$ cat config.mk
export PLATFORM = sky130hd
export DESIGN_NAME = dds_sincos_gen
export DESIGN_NICKNAME = d
export VERILOG_FILES = /design/src/rtl/dds_sincos_gen.sv
export SDC_FILE = /design/constraint.sdc
export NUM_CORES = 1
export LEC_CHECK = 0
export CAP_MARGIN = 5
export CORE_ASPECT_RATIO = 1.4
export CORE_MARGIN = 5
export CORE_UTILIZATION = 50
export DETAILED_ROUTE_END_ITERATION = 12
export PLACE_DENSITY = 0.71
export SYNTH_ARGS = -nofsm -noshare
export SYNTH_HDL_FRONTEND = slang
export SYNTH_SLANG_ARGS = --single-unit
$ cat constraint.sdc
create_clock -name clk -period 9.7 [get_ports clk]
set_input_delay 1.94 -clock clk [delete_from_list [all_inputs] [get_ports clk]]
set_output_delay 1.94 -clock clk [all_outputs]
set_load 0.005 [all_outputs]
$ cat src/rtl/dds_sincos_gen.sv
// dds_sincos_gen: quadrature sine/cosine synthesizer.
// A 64-step phase wheel advances once every max(period,1) clocks; a 17-entry
// quarter-wave ROM plus quadrant symmetry produces 8-bit signed sin/cos samples.
// Outputs are registered from the pre-update phase (one cycle phase->output).
// Optional build macro: DDS_PERIOD_CHANGE_RESTART_EN -- when defined, any change
// of `period` after the first post-reset edge restarts the wheel at phase 0.
module dds_sincos_gen (
  input  logic              clk,
  input  logic              reset,
  input  logic [7:0]        period,
  output logic signed [7:0] my_sine_out,
  output logic signed [7:0] my_cosine_out
);

  logic [7:0] prescaler;
  logic [5:0] phase;
  logic [7:0] eff_period;
  logic       step;
  logic       restart;

  // Quarter-wave magnitude table, round(127*sin(2*pi*k/64)) for k = 0..16.
  function automatic logic [6:0] lut(input logic [4:0] k);
    logic [6:0] v;
    case (k)
      5'd0:    v = 7'd0;
      5'd1:    v = 7'd12;
      5'd2:    v = 7'd25;
      5'd3:    v = 7'd37;
      5'd4:    v = 7'd49;
      5'd5:    v = 7'd60;
      5'd6:    v = 7'd71;
      5'd7:    v = 7'd81;
      5'd8:    v = 7'd90;
      5'd9:    v = 7'd98;
      5'd10:   v = 7'd106;
      5'd11:   v = 7'd112;
      5'd12:   v = 7'd117;
      5'd13:   v = 7'd122;
      5'd14:   v = 7'd125;
      5'd15:   v = 7'd126;
      default: v = 7'd127;
    endcase
    return v;
  endfunction

  // Full-wave sine from the quarter table: odd quadrants mirror the index,
  // upper half-wave negates. Magnitudes top out at 127, so no saturation.
  function automatic logic signed [7:0] sin_of(input logic [5:0] p);
    logic [1:0]        q;
    logic [3:0]        i;
    logic [6:0]        mag;
    logic signed [7:0] m8;
    q   = p[5:4];
    i   = p[3:0];
    mag = q[0] ? lut(5'd16 - {1'b0, i}) : lut({1'b0, i});
    m8  = signed'({1'b0, mag});
    return q[1] ? -m8 : m8;
  endfunction

  // A period of 0 behaves as 1; >= compare lets a shrinking period wrap at once.
  always_comb begin
    eff_period = (period == 8'd0) ? 8'd1 : period;
    step       = (prescaler >= (eff_period - 8'd1));
  end

`ifdef DDS_PERIOD_CHANGE_RESTART_EN
  logic [7:0] period_q;
  logic       primed;

  // Remember the last period seen; primed blocks a restart on the first edge.
  always_ff @(posedge clk or posedge reset) begin
    if (reset) begin
      period_q <= 8'd0;
      primed   <= 1'b0;
    end else begin
      period_q <= period;
      primed   <= 1'b1;
    end
  end

  // A period change after priming restarts the waveform phase-aligned.
  always_comb begin
    restart = primed && (period != period_q);
  end
`else
  // Phase stays continuous across period changes in this build.
  always_comb begin
    restart = 1'b0;
  end
`endif

  // Prescaler and phase wheel; phase wraps naturally at 6 bits.
  always_ff @(posedge clk or posedge reset) begin
    if (reset) begin
      prescaler <= 8'd0;
      phase     <= 6'd0;
    end else if (restart) begin
      prescaler <= 8'd0;
      phase     <= 6'd0;
    end else if (step) begin
      prescaler <= 8'd0;
      phase     <= phase + 6'd1;
    end else begin
      prescaler <= prescaler + 8'd1;
    end
  end

  // Output samples from the current (pre-update) phase; restart forces phase 0 values.
  always_ff @(posedge clk or posedge reset) begin
    if (reset) begin
      my_sine_out   <= 8'sd0;
      my_cosine_out <= 8'sd127;
    end else if (restart) begin
      my_sine_out   <= 8'sd0;
      my_cosine_out <= 8'sd127;
    end else begin
      my_sine_out   <= sin_of(phase);
      my_cosine_out <= sin_of(phase + 6'd16);
    end
  end

endmodule

==> metrics.cfg <==
[critical_path]
cp.depth = 17
r2r_start = phase[0]
crit_arrival_ns = 5.02
critPathLaunch = period[3]
reg2reg_to = my_sine_out[4]
slowest_stage = clkdlybuf4s50_1
cp_top_family = simple AND/OR/NAND/NOR gates
start_kind = input pin
cpMostUsedCell = a21o_1
path_max_fanout = 15
path_class = in2reg
path_buf_inv = 1
critPathCaptureType = flip-flop
cp_data_required_time_ns = 9.84
path_cells = clkdlybuf4s50_1 -> nor3_1 -> nand3b_1 -> nor2_1 -> nor2_1 -> ha_1 -> nand2b_1 -> or2_2 -> xor2_1 -> ha_1 -> a21o_1 -> a21o_1 -> a21oi_1 -> o21ai_0 -> a21o_1 -> nand4_1 -> xnor2_1
rr_worst_depth = 12
r2r_setup_slack_ns = 5.93
crit_end = phase[4]
critPathMaxStageDelay_ns = 0.53

[detailed_routing]
ant_nets = 0
post_drt_wl_per_cell_um = 13.8
drt-pass1-iter-count = 4
vias = 1835
routed_wl_um = 4610
via_per_inst = 5.51
drtIter0Drc = 44
drc = 0

[sta]
clock_skew_ns = 0.00571
hold_viol_final = 0
slew_viol_final = 0
setup_viol = 0
fmax_ghz = 0.205
fin_crit_ns = 4.88
max-slew-margin-rel = 0.289
tightestPinTransition_ns = 1.06
grt_setup_unrepaired = no
layout_worst_path_cycle_share = 0.503
finalSetupTns_ns = 0

[global_routing]
grt_usage = 0.166
grt_overflow_total = 0
grt_antenna_before_repair = 0
grt_pass1_wl_um = 7910
grt_pass1_vias = 1699
grt_max_degree = 34

[logic_synthesis]
ys_seq_area_frac = 0.326
synth_top_cell_by_area = dfrtp_1
async_flop_share = 1.00
synthCells = 252
synth-main-ff-cell = dfrtp_1
ys_ff_latch = 30
ys_types = 62
synth_edf_count = 0
yosysWarnings = 0
syn_avg_cell_area_um2 = 9.24
synthesis.area_mm2 = 0.00233
synth.top_cells.by_area = dfrtp_1 25%, ha_1 11%, dfstp_2 7.9%
synth.net_count = 282
synth_top_area_share = 0.247

[power_and_ir_drop]
power.density_mw_per_mm2 = 372
p_leak_nw = 1.12
vdd_drop_max_uv = 204

[clock_tree]
clockBufferDepth = 2
cts_tree = done
cts.clk_slew.worst_paths_ns = 0.06
cts_buffers = 5
cts_resized = 0
hold_buffers = 0
post_cts_buffers = 0
cts.sinks = 30
insertion_delay_ns = 0.28
h-tree-depth = 2
cts-root-buf = clkbuf_8

[layout]
num-fill-cells = 413
drive_gt1_frac = 0.111
fin_nets = 300
area_delta_synth_final_pct = 14.8
final_area_mm2 = 0.00268
n_antenna_cell = 0

[status]
status = finished clean

[flow_run]
cap_violations = 0

[floorplan]
start_util = 0.514
io_pins = 26
die_h_um = 90.8
dieArea_mm2 = 0.00614
die-width_um = 67.7
core_area_mm2 = 0.00454
rows = 29

[place]
dp_hpwl_um = 3440
numPortBuffers = 25
postPlaceCellArea_mm2 = 0.00258
gp_congestion = 0.784

[worst_hold_path]
worstHoldPathType = reg2reg

==> synth_stat cells (2+ instances only) <==
| master | n |
|---|---|
| a211o_1 | 2 |
| a21o_1 | 4 |
| a21oi_1 | 11 |
| a31oi_1 | 4 |
| and3_1 | 3 |
| buf_2 | 8 |
| clkbuf_1 | 3 |
| dfrtp_1 | 23 |
| dfstp_2 | 7 |
| ha_1 | 20 |
| inv_1 | 14 |
| mux2i_1 | 9 |
| nand2_1 | 12 |
| nand2b_1 | 5 |
| nand3_1 | 5 |
| nand4_1 | 3 |
| nor2_1 | 19 |
| nor2b_1 | 5 |
| nor3_1 | 6 |
| nor3b_1 | 3 |
| nor4b_1 | 2 |
| o211ai_1 | 3 |
| o21ai_0 | 14 |
| o22ai_1 | 2 |
| o311ai_0 | 2 |
| o31a_1 | 2 |
| xnor2_1 | 16 |
| xor2_1 | 11 |
==> where the power goes <==
part           total, mW  switching (mW)  leakage (nW)  internal [mW]
Clock              0.102          0.0446        0.0482         0.0571
Combinational      0.622           0.324         0.709          0.298
Sequential         0.271          0.0807         0.363          0.190
Total              0.995           0.450          1.12          0.545
==> final cells by class <==
class | instances | area (um2) | area share
clock inverters | 1 | 5.00 | 0.00187
clock buffers | 7 | 86.3 | 0.0323
multi-input cells | 193 | 1440 | 0.538
inverters | 15 | 56.3 | 0.0210
well taps | 62 | 77.6 | 0.0290
repair buffers | 25 | 250 | 0.0935
flip-flops and latches | 30 | 759 | 0.284
==> cells by family after synthesis <==
family	after synthesis	share of synthesized area
compound gates	57	0.170
xor+xnor	27	0.102
fa+ha+maj	20	0.107
buf+inv	29	0.0559
flops	30	0.326
mux	11	0.0494
simple gates	78	0.190
==> layer usage <==
| metal | global-route usage | wire [um] |
|---|---|---|
| met4 | 0.0846 | 142 |
| met1 | 0.198 | 1970 |
| met3 | 0.0249 | 141 |
| met2 | 0.278 | 2360 |
| met5 | 0 | 0 |
==> metrics by stage <==
step                setup WS [ns]  std cells   util  hold slack [ns]  total power [mW]
floorplan                    5.27        252      -            0.485             0.738
global placement             4.61        325  0.570            0.524             0.887
detailed placement           4.51        325  0.570            0.523             0.896
CTS                          4.81        333  0.590            0.532              1.00
global route                 4.59        333  0.590            0.551              1.10
finish                       4.82        333  0.590            0.529             0.995
==> how the worst min path moves through the flow <==
stage	start	endpoint	slack (ns)	cells past startpoint
final	prescaler[0]	prescaler[0]	0.53	1
after floorplan	prescaler[0]	prescaler[0]	0.49	1
after CTS	prescaler[0]	prescaler[0]	0.53	1
after global routing	prescaler[0]	prescaler[0]	0.55	1
after detailed placement	prescaler[0]	prescaler[0]	0.52	1
after global placement	prescaler[0]	prescaler[0]	0.52	1
==> flip-flops by register name, summed over array words and instances, names as in the netlist <==
name	flops
my_cosine_out	8
prescaler	8
my_sine_out	8
phase	6
==> cell usage in the layout (no fill, tap or decap), types with 4 or more instances in the layout <==
cell / count
nand3_1: 5
nor2b_1: 5
xnor2_1: 16
dfstp_2: 7
o21ai_0: 14
inv_1: 14
dfrtp_1: 23
clkbuf_8: 6
nand2b_1: 5
ha_1: 20
nor3_1: 6
xor2_1: 11
a21o_1: 4
nor2_1: 19
a21oi_1: 11
clkdlybuf4s50_1: 25
nand2_1: 12
mux2i_1: 9
a31oi_1: 4
Note: power is estimated with default switching activity, not from simulation.
